`config.mk`:
```
export PLATFORM = sky130hd
export DESIGN_NAME = spi_master
export DESIGN_NICKNAME = d
export VERILOG_FILES = /design/src/rtl/spi_master.sv
export SDC_FILE = /design/constraint.sdc
export NUM_CORES = 1
export LEC_CHECK = 0
export CAP_MARGIN = 20
export CORE_MARGIN = 10
export CORE_UTILIZATION = 45
export DETAILED_ROUTE_END_ITERATION = 7
export GPL_ROUTABILITY_DRIVEN = 0
export HOLD_SLACK_MARGIN = 0.03
export PLACE_DENSITY_LB_ADDON = 0.08
export SLEW_MARGIN = 25
export SYNTH_ARGS = -nofsm -noshare
export SYNTH_HDL_FRONTEND = slang
export SYNTH_SLANG_ARGS = --single-unit
```
`constraint.sdc`:
```
create_clock -name CTRL_CLK -period 2.68 [get_ports CTRL_CLK]
set_input_delay 0.268 -clock CTRL_CLK [delete_from_list [all_inputs] [get_ports CTRL_CLK]]
set_output_delay 0.268 -clock CTRL_CLK [all_outputs]
set_load 0.01 [all_outputs]
```
`src/rtl/spi_master.sv`:
```
// Single-byte SPI master, mode 0, MSB first. Bit timing is derived from edges of the
// SCLK_PULSE rate reference, which is synchronised and treated purely as data.
module spi_master #(
  parameter int unsigned DATA_W = 8,
  parameter int unsigned PTR_W  = 8
) (
  input  logic              CTRL_CLK,
  input  logic              NRST,
  input  logic              SCLK_PULSE,
  input  logic              ENABLE,
  input  logic [DATA_W-1:0] MOSI_data,
  output logic [DATA_W-1:0] MISO_data,
  output logic [PTR_W-1:0]  master_stash_ptr,
  input  logic              MISO,
  output logic              CS,
  output logic              SCLK,
  output logic              MOSI
);

  localparam int unsigned CntW = (DATA_W > 1) ? $clog2(DATA_W) : 1;
  localparam logic [CntW-1:0] CntLast = CntW'(DATA_W - 1);

  typedef enum logic [1:0] {StIdle, StTransfer, StStop} state_e;

  state_e              state_q, state_d;
  logic                s1_q, s2_q, s3_q;
  logic                cs_q, cs_d;
  logic                sclk_q, sclk_d;
  logic                mosi_q, mosi_d;
  // Holds only the bits still to be sent; the MSB goes straight to MOSI at frame start.
  logic [DATA_W-2:0]   tx_q, tx_d;
  logic [DATA_W-1:0]   rx_q, rx_d;
  logic [CntW-1:0]     cnt_q, cnt_d;
  logic [DATA_W-1:0]   miso_data_q, miso_data_d;
  logic [PTR_W-1:0]    ptr_q, ptr_d;
  logic                tick;

  // One-cycle pulse per SCLK_PULSE edge, either direction.
  assign tick = s2_q ^ s3_q;

  always_comb begin
    state_d     = state_q;
    cs_d        = cs_q;
    sclk_d      = sclk_q;
    mosi_d      = mosi_q;
    tx_d        = tx_q;
    rx_d        = rx_q;
    cnt_d       = cnt_q;
    miso_data_d = miso_data_q;
    ptr_d       = ptr_q;
    if (tick) begin
      unique case (state_q)
        StIdle: begin
          cs_d   = 1'b1;
          sclk_d = 1'b0;
          mosi_d = 1'b0;
          if (ENABLE) begin
            tx_d    = MOSI_data[DATA_W-2:0];
            mosi_d  = MOSI_data[DATA_W-1];
            cs_d    = 1'b0;
            cnt_d   = '0;
            state_d = StTransfer;
          end
        end
        StTransfer: begin
          if (!sclk_q) begin
            sclk_d = 1'b1;
            rx_d   = {rx_q[DATA_W-2:0], MISO};
          end else if (cnt_q != CntLast) begin
            sclk_d = 1'b0;
            cnt_d  = cnt_q + CntW'(1);
            mosi_d = tx_q[DATA_W-2];
            tx_d   = {tx_q[DATA_W-3:0], 1'b0};
          end else begin
            sclk_d      = 1'b0;
            miso_data_d = rx_q;
            ptr_d       = ptr_q + PTR_W'(1);
            state_d     = StStop;
          end
        end
        StStop: begin
          cs_d    = 1'b1;
          mosi_d  = 1'b0;
          state_d = StIdle;
        end
        default: state_d = StIdle;
      endcase
    end
  end

  always_ff @(posedge CTRL_CLK) begin
    if (NRST) begin
      state_q     <= StIdle;
      s1_q        <= 1'b0;
      s2_q        <= 1'b0;
      s3_q        <= 1'b0;
      cs_q        <= 1'b1;
      sclk_q      <= 1'b0;
      mosi_q      <= 1'b0;
      tx_q        <= '0;
      rx_q        <= '0;
      cnt_q       <= '0;
      miso_data_q <= '0;
      ptr_q       <= '0;
    end else begin
      state_q     <= state_d;
      s1_q        <= SCLK_PULSE;
      s2_q        <= s1_q;
      s3_q        <= s2_q;
      cs_q        <= cs_d;
      sclk_q      <= sclk_d;
      mosi_q      <= mosi_d;
      tx_q        <= tx_d;
      rx_q        <= rx_d;
      cnt_q       <= cnt_d;
      miso_data_q <= miso_data_d;
      ptr_q       <= ptr_d;
    end
  end

  assign CS               = cs_q;
  assign SCLK             = sclk_q;
  assign MOSI             = mosi_q;
  assign MISO_data        = miso_data_q;
  assign master_stash_ptr = ptr_q;

endmodule

```
==> results of run 1 <==
layout make-up:
class	count	area [um2]
clock buffers	6	82.6
clock inverters	2	12.5
fillers	406	1910
inverters	3	11.3
multi-input cells	165	1140
flip-flops and latches	42	841
well taps	52	65.1
repair buffers	36	343
state kept, by name, indices dropped and copies added (netlist names):
register / count
MOSI: 1
MISO_data: 8
master_stash_ptr: 8
s1_q: 1
cnt_q: 3
SCLK: 1
state_q: 2
tx_q: 7
s2_q: 1
CS: 1
rx_q: 8
s3_q: 1
synth_stat cells:
cell	count	area, um2
sky130_fd_sc_hd__nand3b_1	3	22.5
sky130_fd_sc_hd__o2111ai_2	1	15.0
sky130_fd_sc_hd__a2111oi_2	1	15.0
sky130_fd_sc_hd__inv_1	3	11.3
sky130_fd_sc_hd__o21bai_1	1	7.51
sky130_fd_sc_hd__buf_6	1	11.3
sky130_fd_sc_hd__buf_2	4	20.0
sky130_fd_sc_hd__nor4_1	2	12.5
sky130_fd_sc_hd__o31ai_1	1	7.51
sky130_fd_sc_hd__nor3_1	3	15.0
sky130_fd_sc_hd__or3_1	1	6.26
sky130_fd_sc_hd__a21oi_1	22	110
sky130_fd_sc_hd__dfxtp_1	42	841
sky130_fd_sc_hd__and3_1	1	6.26
sky130_fd_sc_hd__ha_1	9	113
sky130_fd_sc_hd__nand4_1	2	12.5
sky130_fd_sc_hd__xnor2_1	1	8.76
sky130_fd_sc_hd__clkbuf_1	10	37.5
sky130_fd_sc_hd__or2_2	1	6.26
sky130_fd_sc_hd__a2111oi_4	1	27.5
sky130_fd_sc_hd__o21ai_0	19	95.1
sky130_fd_sc_hd__mux2i_1	12	120
sky130_fd_sc_hd__nor2b_1	17	106
sky130_fd_sc_hd__xor2_1	1	8.76
sky130_fd_sc_hd__mux2_2	12	135
sky130_fd_sc_hd__or4_1	1	7.51
sky130_fd_sc_hd__nor2_1	12	45.0
sky130_fd_sc_hd__buf_4	1	7.51
sky130_fd_sc_hd__nand2_1	3	11.3
sky130_fd_sc_hd__and2b_1	1	7.51
sky130_fd_sc_hd__or3b_2	2	17.5
sky130_fd_sc_hd__nand2b_1	10	62.6
sky130_fd_sc_hd__o2111a_1	1	11.3
sky130_fd_sc_hd__nand3_1	23	115
sky130_fd_sc_hd__nor4b_1	1	8.76
logic make-up (layout without fill, tap and decap cells):
group / Yosys count / count (layout) / synth area share, %
compound gates: 47 / 47 / 14.0
xor+xnor: 2 / 2 / 0.848
fa+ha+maj: 9 / 9 / 5.45
buf+inv: 19 / 47 / 4.24
flops: 42 / 42 / 40.7
mux: 24 / 24 / 12.4
simple gates: 83 / 83 / 22.4
power by group through the flow:
| stage | clock network [mW] | logic, mW | registers [mW] |
|---|---|---|---|
| after CTS | 0.442 | 0.124 | 0.638 |
| after floorplan | 0 | 0.0869 | 0.651 |
| after global placement | 0 | 0.124 | 0.652 |
| after global routing | 0.468 | 0.135 | 0.639 |
| after detailed placement | 0 | 0.123 | 0.652 |
| final | 0.424 | 0.123 | 0.637 |
worst max-delay path by stage:
stage / end / cells past startpoint / slack, ns / start
CTS: MOSI / 5 / 0.66 / state_q[1]
detailed placement: MOSI / 5 / 0.68 / state_q[1]
global placement: MOSI / 5 / 0.72 / state_q[1]
global route: MOSI / 5 / 0.55 / state_q[1]
finish: MOSI / 5 / 0.66 / state_q[1]
floorplan: MOSI / 6 / 0.88 / state_q[1]
layer usage:
metal	wire length, um	up-vias
met5	0	-
met4	37	0
met3	216	4
met2	1910	27
met1	2020	743
li1	-	847
critical path, cell delays in order, from the launching register on:
cell                        delay (ns)
sky130_fd_sc_hd__dfxtp_1          0.36
sky130_fd_sc_hd__inv_1            0.09
sky130_fd_sc_hd__ha_1             0.35
sky130_fd_sc_hd__and2b_1          0.39
sky130_fd_sc_hd__a2111oi_2        0.35
sky130_fd_sc_hd__mux2_2           0.37
stage by stage:
step | area [um2] | cells | worst slack (ns) | util, %
3_3_place_gp | 2400 | 298 | 0.720 | 54.5
6_report | 2500 | 306 | 0.656 | 56.6
3_5_place_dp | 2400 | 298 | 0.680 | 54.5
5_1_grt | 2500 | 306 | 0.553 | 56.6
4_1_cts | 2500 | 306 | 0.660 | 56.6
2_1_floorplan | 2070 | 226 | 0.885 | -
==> run summary, run 1 <==
The clock period could shrink to 2.02 ns. The count of pins on the block boundary is 32. Final count of negative-setup-slack endpoints: 0. The tools report the buffer type at the clock tree root as sky130_fd_sc_hd__clkbuf_8. The share of the cycle needed by the critical path after routing is 75.5%, and the sum of negative setup slack is 0 ns. The synthesized flop and latch total is 42. The analysis attributes to net switching a power of 0.289 mW. The first global-routing pass estimated 7080 um of wire. The run gives 4180 um as the aggregate routed wire length. The net count of the finished layout is 275. The tools report the highest clock frequency the design can meet as 494 MHz.

The tools report the endpoint of the worst register-to-register path as MOSI. No sink is reached through more buffers than the 2 on the longest clock path. Once the floorplan was initialized, standard cells occupied 46.8% of the core. Global routing consumed, on the met3 layer, 3.34% of the routing resources. The count of cells resized by post-cts repair was 0; the chip height was 87.8 um. For the max-slew violation count, the log shows 0.

Post-synthesis instance area: 0.00207 mm2. The startpoint identified for the worst hold timing path is s1_q. TritonCTS built the clock tree. From synthesis to final layout, the design area changed by 21.0%.

For the DRC marker count from the first detailed-route iteration, the log shows 145. Mean instance size in the synthesized netlist: 9.14 um2. The DRC violation count after routing is 0. Global routing consumed, on the met2 layer, 17.9% of the routing resources. Max-cap violations in this run came to 0. Clock-pin slew was measured on the worst setup and hold paths at 0.09 ns. In this run, the clock network consumes 35.8% of the power. For this run, the register share of the synthesized area comes to 40.7%.

The clock network latency to the later pin of the worst-skew pair is 0.29 ns, and the number of buffers inserted to repair setup after CTS is 0. The critical-path maximum fanout came out at 11. The library cell used most frequently in the layout, excluding fill and tap cells, is sky130_fd_sc_hd__dfxtp_1. After detailed routing, the number of vias per cell comes to 5.30. For this run, the total global-route usage over all layers was measured as 11.1%.

The worst hold path endpoint is s2_q. The number of cells traversed by the worst hold path works out to 1. Synthesis produced 226 cells.

The number of nets with antenna violations after routing was 0; the cell leakage power was 0.884 nW. Across all hold checks on the routed design, the worst slack comes to 0.440 ns. The worst supply voltage drop on vdd was 0.000348 V; the number of buffers created by CTS was 5. The estimated wirelength of the detail-placed design was 2900 um. The proportion of total power due to net switching is 24.4%. Dividing the detail-routed wire length by the instance count gives 13.7 um. In this run the most used layer during global routing was met2. The path depth of the worst reg2reg path is 5. The share of total power dissipated in combinational logic is 10.4%. For the register-to-register path setup slack, the log shows 0.66 ns. The run gives 1.18 mW as the post-route total power. The repair_antennas step left the layout with diodes totalling 0. For the total nets after synthesis, the log shows 248. The library cells used most frequently in the layout, excluding fill and tap cells, are 42 x sky130_fd_sc_hd__dfxtp_1, 30 x sky130_fd_sc_hd__clkdlybuf4s50_1, 23 x sky130_fd_sc_hd__nand3_1. Actual transition at the worst max-transition pin: 0.944 ns.

In this run, post-CTS hold repair placed 0 buffers. The worst setup path is captured at a flip-flop. Relative slew slack: 37.1%. The type of origin of the critical path was a flip-flop. The count of buffers inserted at the top-level ports works out to 31. The run finished with clean final reports. Entering global routing, the biggest net connects 61 pins.

Clock tree synthesis found a total of 42 sinks. The run gives 0.896 mW as the cell internal power dissipation. The category of the most critical setup path was reg -> reg.

The tools report the number of global-route vias before repair as 1549. The type of the tightest min-delay check is reg -> reg. The first TritonRoute pass finished after 5 iterations. For the final database, setup skew stands at 0.0103 ns. The count of final hold-check violations is 0, and the H-tree depth is 2.

In this run the critical register-to-register path is launched from state_q[1]. From left edge to right edge, the die measures 87.8 um. The run gives 2.86 ns as the required arrival time at the worst endpoint. The logs give 0 for the number of warnings reported in the yosys synthesis log and 1621 for the number of vias in the routed layout. The ratio of total power to cell area is 474 mW/mm2, and the floorplan row count is 24.

The floorplan step defined a die boundary enclosing 0.00770 mm2. The number of different library cells in the post-synthesis netlist came out at 35. The core region is 0.00441 mm2.

In this run, flip-flops and latches consume 53.8% of the power. At the worst endpoint, the arrival time is 2.20 ns. The tools report the overall overflow remaining after global route as 0.

Number of antenna violations at the first check in global routing: 0. Setup repair after global routing left no endpoint under its margin. Cells with a size suffix above 1 make up 13.0% of the layout. For the met1 routing resource usage after global routing, the log shows 13.8%.
(Power assumes the default switching activity.)
==> run 2: changes to the inputs <==
==> constraint.sdc (replaced) <==
create_clock -name CTRL_CLK -period 1.86 [get_ports CTRL_CLK]
set_input_delay 0.186 -clock CTRL_CLK [delete_from_list [all_inputs] [get_ports CTRL_CLK]]
set_output_delay 0.186 -clock CTRL_CLK [all_outputs]
set_load 0.01 [all_outputs]
==> run 2 against run 1 <==
Compared with the run above: count of clock-buffer cells in the layout down 1; maximum frequency up 15%; non-clock buffer count up 7; clock power up 110%; sequential power up 44%; combinational power up 54%; largest power group unchanged; wire length up 3.2%; flip-flop and latch count unchanged.
==> run summary, run 2 (synthesis results as in run 1) <==
The run finished with clean final reports. The post-route netlist has 16.5% of its cells at a drive strength greater than 1. The final count of negative-setup-slack endpoints was 0. The run gives 0 as the count of max-cap constraint violations.

The number of antenna violations at the first check in global routing was 0. The chip height came out at 87.8 um. Among cell families on the critical path, the largest total delay comes from adder cells. In this run the critical register-to-register path is launched from cnt_q[0].

The clock network latency to the later pin of the worst-skew pair was 0.30 ns. For this run, the top clock speed supported by timing is 566 MHz. The first global-routing pass estimated 7210 um of wire.

The repair_antennas step left the layout with diodes totalling 0. The path depth of the worst reg2reg path was 5. The tools report the number of hold-repair buffers added at the cts stage as 0. Setup repair after global routing left no endpoint under its margin. CTS placed an instance of sky130_fd_sc_hd__clkbuf_8 at the clock tree root.

The wire-length estimate of the detail-placed layout is 3010 um. The number of setup buffers added after CTS is 0. The tools report the number of global-route vias before repair as 1546.

At the pin with the least slew margin, the transition time is 0.956 ns. The run gives 61 as the largest net degree at the start of global routing. Max-slew violation count: 0. Sequential cells burn 46.3% of the power. After routing, the total negative slack on setup checks comes to 0 ns. The tree built by TritonCTS fans out to 42 sinks.

The tools report the endpoint of the worst register-to-register path as MOSI. Before CTS, the worst setup slack after placement is 0.0475 ns. The count of buffers added on input and output ports is 31.

The type of origin of the critical path is a flip-flop. The total overflow left after global routing is 0. The library cell used most frequently in the layout, excluding fill and tap cells, is sky130_fd_sc_hd__dfxtp_1. Headroom to the max-slew limit came out at 36.3%. At the end of the flow, the number of nets in the layout was 282. The DRC marker count from the first detailed-route iteration came out at 78. Counting along the longest clock path gives a buffer depth of 2. Among the stages of the critical path, the cell type that occurs most often is sky130_fd_sc_hd__ha_1.

The average routed wire per standard cell was 13.8 um. Total power for the finished layout comes to 1.98 mW. In this run the worst hold path is classified as in -> reg. The worst setup skew after layout was 0.00709 ns; the worst supply voltage drop on vdd was 0.000469 V. H-tree depth: 2.

Summed over all nets, the switching power comes to 0.445 mW. For this design the static power due to leakage is 0.941 nW. Count of buffer and inverter cells on the critical path: 1. The launch point of the worst path was cnt_q[0].

After layout, the minimum clock period comes to 1.77 ns. At the worst endpoint, the arrival time is 1.96 ns. For this run, the total global-route usage over all layers was measured as 11.4%.

TritonCTS built the clock tree. Clock-pin slew was measured on the worst setup and hold paths at 0.09 ns. The starting density of the core is 46.8%, and the path length in cells of the critical path is 5.

In this run the worst path has a maximum fanout of 3. The layout overhead on the synthesized area was 26.5%; the number of standard cells in the final layout excluding fillers was 313. For this design, the slowest cell found on the critical path is sky130_fd_sc_hd__a2111oi_2. After detailed routing, the number of remaining DRC violations is 0. Critical path endpoint: MOSI. The floorplan row count was 24. The count of final hold-check violations was 0; the cell internal power dissipation was 1.54 mW. The post-detailed-route via-to-cell ratio was 5.39.

Kind of end point of the critical path: a flip-flop. Combinational logic is responsible for 9.5% of the overall power. The part of the power in the clock network is 44.2%, and the worst setup slack after layout is 0.0933 ns. The run gives 0.00441 mm2 as the core footprint. In this run, placement finished with an instance count of 305.

The number of vias in the routed layout came out at 1686. For the detailed-routing iteration count for the pre-antenna-repair pass, the log shows 4. The setup check on the worst reg-to-reg path leaves a slack of 0.09 ns. The share of the cycle needed by the critical path after routing works out to 95.0%. The count of nets left with antenna violations once routing finished came out at 0. Clock tree synthesis inserted a total of 5 buffers.

Summing all flip-flop and latch instances after layout gives 841 um2. Highest cell delay on the worst timing path: 0.39 ns. The required arrival time at the worst endpoint is 2.05 ns.

Leaving out fill and tap cells, the most frequent cells in the layout are 42 x sky130_fd_sc_hd__dfxtp_1, 30 x sky130_fd_sc_hd__clkdlybuf4s50_1, 22 x sky130_fd_sc_hd__nand3_1, 22 x sky130_fd_sc_hd__a21oi_1, 19 x sky130_fd_sc_hd__o21ai_0. The ratio of total power to cell area is 760 mW/mm2, and the multi-input combinational cell area is 0.00116 mm2. The critical path goes through ha_1 > ha_1 > buf_4 > a2111oi_2 > mux2_2. The filler cells instantiated in the layout total 412. Wires add up to 4310 um. The proportion of total power due to net switching works out to 22.4%. The worst setup path is of the reg -> reg kind.

The die covers 0.00770 mm2. 32 I/O pins were placed. From left edge to right edge, the die measures 87.8 um.
[run 2: changes by cell type in the layout (fill, tap and decap cells not counted), sizes merged]
cell / previous run / this run
clkinvlp: 1 / 0
bufinv: 0 / 2
clkbuf: 6 / 5
buf: 6 / 13
[run 2: routing by layer]
metal | wire [um] | track usage [%] | share of wire [%] | up-vias
li1 | - | - | - | 861
met1 | 2010 | 14.3 | 47 | 780
met2 | 2000 | 18.0 | 46 | 38
met3 | 244 | 3.34 | 5.7 | 7
met4 | 57 | 4.35 | 1.3 | 0
met5 | 0 | 0 | 0 | -
[run 2: power groups by stage]
stage               Combinational (mW)  Sequential [mW]  Clock, mW
finish                           0.189            0.919      0.877
global route                     0.209            0.921      0.936
CTS                              0.190            0.919      0.900
detailed placement               0.189            0.940          0
global placement                 0.189            0.939          0
floorplan                        0.125            0.939          0
[run 2: stage by stage]
| stage | hold WS, ns | area [um2] | utilization [%] |
|---|---|---|---|
| global placement | 0.442 | 2460 | 55.7 |
| finish | 0.438 | 2610 | 59.2 |
| floorplan | 0.314 | 2070 | - |
| global route | 0.451 | 2610 | 59.2 |
| detailed placement | 0.448 | 2460 | 55.7 |
| CTS | 0.432 | 2590 | 58.8 |
[run 2: worst min-delay path by stage]
stage                           from      end  slack (ns)  cells after the start
final                     SCLK_PULSE     s1_q        0.44                      2
after global routing            MISO  rx_q[0]        0.45                      3
after CTS                 SCLK_PULSE     s1_q        0.43                      2
after detailed placement        s1_q     s2_q        0.45                      1
after global placement          s1_q     s2_q        0.44                      1
after floorplan           SCLK_PULSE     s1_q        0.31                      1
[run 2: area by class of cell]
cell class                 count  share of cell area (%)
inverter                       3                   0.431
timing repair buffer          43                    15.1
multi-input combinational    165                    44.5
tap                           52                    2.49
clock buffer                   5                    2.63
sequential                    42                    32.2
clock inverter                 3                    2.63
[run 2: timing repair]
action                                  in CTS  in global routing
endpoints found under the setup margin       0                  3
endpoints found under the hold margin        0                  0
gates resized for setup                      0                  3
